**src/rtl/mprj_io_cfg_seq.sv**
```systemverilog
// mprj_io_cfg_seq
//   Register-programmable sequencer for the user-area IO pad config bits.
//   Firmware writes shadow copies of REN/OEN and then commits. The committed
//   values are copied onto the pad-facing buses GROUP pads at a time, with
//   groups STAGGER cycles apart, so the pad ring does not switch all at once.
//
//   Register map (write side):
//     0 shadow REN[31:0]    1 shadow REN[NPADS-1:32]
//     2 shadow OEN[31:0]    3 shadow OEN[NPADS-1:32]
//     4 control, bit0 = commit (self-clearing)
//
//   Ports:
//     wb_clk_i   block clock
//     wb_rstn_i  asynchronous active-low reset
//     wr_en      one-cycle register write strobe
//     wr_addr    register index
//     wr_data    write data
//     REN        pad receiver enables, active-low, registered
//     OEN        pad output enables, active-low, registered
//     busy       a sequence is in progress
//     done       one-cycle pulse after the last group has been applied
//     rd_addr    read index   (MPRJ_IO_CFG_RDBK_EN only)
//     rd_data    read data    (MPRJ_IO_CFG_RDBK_EN only)
//
//   Optional feature macro: MPRJ_IO_CFG_RDBK_EN adds a combinational
//   readback port for the shadow registers, busy and the live OEN bus.
//   Without it the read port and its mux do not exist.

module mprj_io_cfg_seq #(
  parameter int NPADS   = 44,
  parameter int GROUP   = 8,
  parameter int STAGGER = 4
) (
  input  logic             wb_clk_i,
  input  logic             wb_rstn_i,
  input  logic             wr_en,
  input  logic [2:0]       wr_addr,
  input  logic [31:0]      wr_data,
`ifdef MPRJ_IO_CFG_RDBK_EN
  input  logic [2:0]       rd_addr,
  output logic [31:0]      rd_data,
`endif
  output logic [NPADS-1:0] REN,
  output logic [NPADS-1:0] OEN,
  output logic             busy,
  output logic             done
);

  localparam int NGRP = (NPADS + GROUP - 1) / GROUP;
  localparam int GW   = (NGRP > 1) ? $clog2(NGRP) : 1;
  localparam int CW   = (STAGGER > 1) ? $clog2(STAGGER) : 1;

  localparam logic [GW-1:0]    LAST_GRP  = GW'(NGRP - 1);
  localparam logic [CW-1:0]    WAIT_LAST = CW'((STAGGER > 1) ? STAGGER - 2 : 0);
  localparam logic [NPADS-1:0] LO_MASK   = NPADS'(64'h0000_0000_FFFF_FFFF);

  typedef enum logic [1:0] {
    S_IDLE,
    S_APPLY,
    S_WAIT,
    S_FIN
  } state_t;

  state_t           state;
  state_t           state_nxt;

  logic [NPADS-1:0] sh_ren;
  logic [NPADS-1:0] sh_oen;
  logic [NPADS-1:0] sh_ren_nxt;
  logic [NPADS-1:0] sh_oen_nxt;
  logic [NPADS-1:0] stg_ren;
  logic [NPADS-1:0] stg_oen;
  logic [NPADS-1:0] grp_mask;
  logic [GW-1:0]    grp;
  logic [CW-1:0]    wait_cnt;

  logic             commit;
  logic             load_stg;
  logic             apply_grp;
  logic             grp_inc;
  logic             cnt_clr;
  logic             cnt_inc;
  logic             fin;

  assign commit = wr_en && (wr_addr == 3'd4) && wr_data[0];

  // State register.
  always_ff @(posedge wb_clk_i or negedge wb_rstn_i) begin
    if (!wb_rstn_i) begin
      state <= S_IDLE;
    end else begin
      state <= state_nxt;
    end
  end

  // Next-state and control decode. FIN is a settle cycle after the last
  // APPLY; done is registered from it, so the pulse lands one cycle later,
  // when busy has already dropped. Commits outside IDLE are simply dropped.
  always_comb begin
    state_nxt = state;
    busy      = 1'b0;
    load_stg  = 1'b0;
    apply_grp = 1'b0;
    grp_inc   = 1'b0;
    cnt_clr   = 1'b0;
    cnt_inc   = 1'b0;
    fin       = 1'b0;
    case (state)
      S_IDLE: begin
        if (commit) begin
          load_stg  = 1'b1;
          state_nxt = S_APPLY;
        end
      end
      S_APPLY: begin
        busy      = 1'b1;
        apply_grp = 1'b1;
        if (grp == LAST_GRP) begin
          state_nxt = S_FIN;
        end else begin
          grp_inc   = 1'b1;
          cnt_clr   = 1'b1;
          state_nxt = (STAGGER > 1) ? S_WAIT : S_APPLY;
        end
      end
      S_WAIT: begin
        busy = 1'b1;
        if (wait_cnt == WAIT_LAST) begin
          state_nxt = S_APPLY;
        end else begin
          cnt_inc = 1'b1;
        end
      end
      S_FIN: begin
        busy      = 1'b1;
        fin       = 1'b1;
        state_nxt = S_IDLE;
      end
      default: state_nxt = S_IDLE;
    endcase
  end

  // Shadow register write decode; bits above NPADS-1 are dropped.
  always_comb begin
    sh_ren_nxt = sh_ren;
    sh_oen_nxt = sh_oen;
    if (wr_en) begin
      case (wr_addr)
        3'd0: sh_ren_nxt = (sh_ren & ~LO_MASK) | (NPADS'(wr_data) & LO_MASK);
        3'd1: sh_ren_nxt = (sh_ren & LO_MASK) | (NPADS'({wr_data, 32'h0}) & ~LO_MASK);
        3'd2: sh_oen_nxt = (sh_oen & ~LO_MASK) | (NPADS'(wr_data) & LO_MASK);
        3'd3: sh_oen_nxt = (sh_oen & LO_MASK) | (NPADS'({wr_data, 32'h0}) & ~LO_MASK);
        default: ;
      endcase
    end
  end

  // Bits belonging to the current group; the last group is naturally
  // clipped because only NPADS bits exist.
  always_comb begin
    grp_mask = '0;
    for (int i = 0; i < NPADS; i++) begin
      grp_mask[i] = ((i / GROUP) == int'(grp));
    end
  end

  // Datapath: shadow, staging snapshot, group/stagger counters and the
  // registered pad buses. Bits outside the active group keep their value.
  always_ff @(posedge wb_clk_i or negedge wb_rstn_i) begin
    if (!wb_rstn_i) begin
      sh_ren   <= '0;
      sh_oen   <= '1;
      stg_ren  <= '0;
      stg_oen  <= '1;
      REN      <= '0;
      OEN      <= '1;
      grp      <= '0;
      wait_cnt <= '0;
      done     <= 1'b0;
    end else begin
      sh_ren <= sh_ren_nxt;
      sh_oen <= sh_oen_nxt;
      if (load_stg) begin
        stg_ren <= sh_ren;
        stg_oen <= sh_oen;
        grp     <= '0;
      end else if (grp_inc) begin
        grp <= grp + 1'b1;
      end
      if (apply_grp) begin
        REN <= (REN & ~grp_mask) | (stg_ren & grp_mask);
        OEN <= (OEN & ~grp_mask) | (stg_oen & grp_mask);
      end
      if (cnt_clr) begin
        wait_cnt <= '0;
      end else if (cnt_inc) begin
        wait_cnt <= wait_cnt + 1'b1;
      end
      done <= fin;
    end
  end

`ifdef MPRJ_IO_CFG_RDBK_EN
  // Combinational readback of shadow, busy and the live OEN bus.
  always_comb begin
    rd_data = 32'h0;
    case (rd_addr)
      3'd0: rd_data = 32'(sh_ren);
      3'd1: rd_data = 32'(sh_ren >> 32);
      3'd2: rd_data = 32'(sh_oen);
      3'd3: rd_data = 32'(sh_oen >> 32);
      3'd4: rd_data = {30'h0, busy, 1'b0};
      3'd5: rd_data = 32'(OEN);
      3'd6: rd_data = 32'(OEN >> 32);
      default: rd_data = 32'h0;
    endcase
  end
`endif

endmodule

```
**config.mk**
```make
export PLATFORM = sky130hd
export DESIGN_NAME = mprj_io_cfg_seq
export DESIGN_NICKNAME = d
export VERILOG_FILES = /design/src/rtl/mprj_io_cfg_seq.sv
export SDC_FILE = /design/constraint.sdc
export NUM_CORES = 1
export LEC_CHECK = 0
export BUFFER_PORTS_ARGS = -buffer_cell sky130_fd_sc_hd__clkbuf_2
export CAP_MARGIN = 20
export CORE_MARGIN = 10
export CORE_UTILIZATION = 50
export CTS_CLUSTER_SIZE = 28
export DETAILED_ROUTE_END_ITERATION = 10
export PLACE_DENSITY = 0.76
export RECOVER_POWER = 100
export SYNTH_ARGS = -nofsm -noshare
export SYNTH_HDL_FRONTEND = slang
export SYNTH_SLANG_ARGS = --single-unit
```
**constraint.sdc**
```tcl
create_clock -name wb_clk_i -period 4.2 [get_ports wb_clk_i]
set_input_delay 0 -clock wb_clk_i [delete_from_list [all_inputs] [get_ports wb_clk_i]]
set_output_delay 0 -clock wb_clk_i [all_outputs]
set_load 0.02 [all_outputs]
```
==> results.yml <==
critical_path:
  cpMaxStageDelayCell: "nor4bb_1"
  reg2reg_depth: 4
  worst_ep_arrival_time_ps: 3510
  worstSetupEndpointType: "register"
  startpoint: "wr_addr[0]"
  crit_chain: "dlygate4sd3_1 -> clkbuf_1 -> nor4bb_1 -> mux2_2"
  crit_buf_inv: 2
  r2r_slack_ps: 1580
  path_max_fanout: 12
  crit_family: "simple AND/OR/NAND/NOR gates"
  critPathLaunchType: "input pin"
  critPathMaxStageDelay_ps: 2220
  crit_path_end: "sh_ren[36]"
  path_class: "in2reg"
  required_ps: 4600
  r2r-end: "stg_ren[10]"
  cp_num_cells: 4
  regToRegStartpoint: "state[1]"
synth:
  ys_seq_area_share_pct: 66.52
  synth-seq-cells: 272
  ys_top_cells_by_area: "dfrtp_1 33%, dfstp_2 33%, mux2_2 27%"
  async_flop_share_pct: 100.0
  syn_avg_cell_area_sq_um: 16.91
  synth-main-ff-cell: "dfrtp_1"
  post-synth-top-area-fraction_pct: 33.42
  synth_edf_count: 0
  yosys_warnings: 0
  yosysUniqueCellTypes: 33
  synth_top_area_cell: "dfrtp_1"
  netlist_instances: 620
  synthesis.area_sq_um: 10480
  syn-num-nets: 664
detailed_routing:
  drc: 0
  num_vias: 5671
  wire_per_inst_microns: 19.28
  ant_nets: 0
  drt_iter0_drc: 230
  via_per_inst: 5.246
  wl_microns: 20850
  first_pass_iters: 4
sta:
  maxSlewHeadroom_pct: -88.44
  hold-worst-slack_ps: 29.07
  setup_viol: 0
  min_period_over_period_pct: 73.83
  final_hold_viol_count: 0
  tns_ps: 0
  slew_violations: 150
  fmax_mhz: 322.5
  tightestPinTransition_ps: 2789
  setup_slack_ps: 1099
  rsz0062_at_grt: "false"
  worst_clock_skew_ps: 11.89
  min_period_ps: 3101
layout:
  area_growth_pct: 19.17
  n_antenna_cell: 0
  final_common_cell: "mux2_2"
  num-nets-final: 833
  final_core_util_pct: 61.14
  most-common-layout-cells: "253 x mux2_2, 140 x dfrtp_1, 132 x dfstp_2, 101 x clkbuf_1, 37 x clkbuf_2"
  drive_gt1_share_pct: 58.08
place:
  dp_hpwl_microns: 13720
  port_buffers: 127
  gp_congestion: 0.7596
  post-place-ws_ps: 1597
grt:
  grt_max_degree: 115
  antenna_found_initial: 0
  gr-usage-met2_pct: 26.78
  gr-usage-all-layers_pct: 15.59
  overflow: 0
  grt_busiest_layer: "met2"
  use_met1_pct: 19.68
  grtUsageMet3_pct: 3.510
  grt_pass1_wl_microns: 34300
  grt_pass1_vias: 6452
clock_tree:
  cts_inserted_buffers: 28
  cts_tree: "built"
  cts-root-buf: "clkbuf_16"
  htree_levels: 1
  clk_latency_ps: 530
  clock_sinks: 272
  cts_buffer_depth: 3
  path_clk_slew_ps: 60
floorplan:
  start_util_pct: 51.30
  die_w_microns: 164.8
  dieArea_sq_um: 27150
  rows: 52
  die_y_microns: 164.8
  core_sq_um: 20430
  io_pins: 128
power_and_ir_drop:
  leakage_nw: 5.550
  switchingPower_mw: 1.889
  p_seq_share_pct: 51.4
  p_clk_share_pct: 33.0
  combPwrFrac_pct: 15.7
  power_mw: 7.319
  p_sw_share_pct: 25.81
  p_int_mw: 5.430
  vdd_ir_drop_max_mv: 0.3253
  powerDensity_nw_per_um2: 585.9
flow_run:
  drv_cap: 3
outcome:
  violations: "max-capacitance violations, max-slew violations"
  outcome: "finished with violations"
worst_hold_path:
  hold_class: "in2reg"
synth_stat cells (all sizes together), types with 2 or more instances:
master	count
mux2	264
dfrtp	140
dfstp	132
buf	20
clkbuf	10
nand2	7
ha	6
and3	4
inv	4
nor2	4
a21oi	3
and2	3
nand3	3
nor3	2
nor4bb	2
o311ai	2
logic make-up (layout without fill, tap and decap cells):
group           after synthesis  after routing  share of synthesized area [%]
flops                       272            272                          66.52
mux                         264            264                          28.69
buf+inv                      34            225                          1.528
simple gates                 32             32                          1.719
compound gates               12             12                         0.8357
fa+ha+maj                     6              6                         0.7162
per-layer routing:
metal / up-vias / wire (microns)
li1: 2535 / -
met1: 2981 / 8832
met2: 124 / 10590
met3: 31 / 1131
met4: 0 / 291
met5: - / 0
worst min path at each step:
| stage | endpoint | cells after the start | startpoint | slack (ps) |
|---|---|---|---|---|
| after floorplan | async pin | 0 | wb_rstn_i | -300 |
| after detailed placement | sh_ren[42] | 1 | wb_rstn_i | 100 |
| after global placement | async pin | 1 | wb_rstn_i | 80 |
| after CTS | sh_oen[31] | 3 | wr_addr[2] | 20 |
| after global routing | sh_oen[30] | 3 | wr_addr[2] | 50 |
| final | grp[0] | 4 | wr_addr[2] | 30 |
stage by stage:
stage	cells	cell area, sq um
2_1_floorplan	620	10480
3_3_place_gp	992	11410
3_5_place_dp	993	11420
4_1_cts	1081	12700
5_1_grt	1081	12490
6_report	1081	12490
tightest hold or removal path, stage by stage:
cell      delay, ps
clkbuf_2        120
nand3_1         110
nor3_1           90
o31ai_1         200
area by class of cell:
type / instances / area, sq um
repair buffers: 169 / 929.6
flip-flops and latches: 272 / 6972
clock buffers: 43 / 838.3
well taps: 270 / 337.8
fillers: 1544 / 7939
multi-input cells: 314 / 3319
inverters: 4 / 15.01
clock inverters: 9 / 78.83
power by group through the flow:
stage / sequential, mW / clock (mW) / combinational, mW
after floorplan: 3.82 / 0 / 0.711
after global placement: 3.75 / 0 / 1.13
after detailed placement: 3.80 / 0 / 1.20
after CTS: 3.77 / 2.48 / 1.23
after global routing: 3.84 / 2.60 / 1.26
final: 3.76 / 2.41 / 1.15
timing repair:
item | CTS | global route
gates resized for setup | 0 | 0
setup buffers | 0 | 0
hold buffers | 36 | 0
endpoints found under the hold margin | 191 | 0
Note: power is estimated with default switching activity, not from simulation.
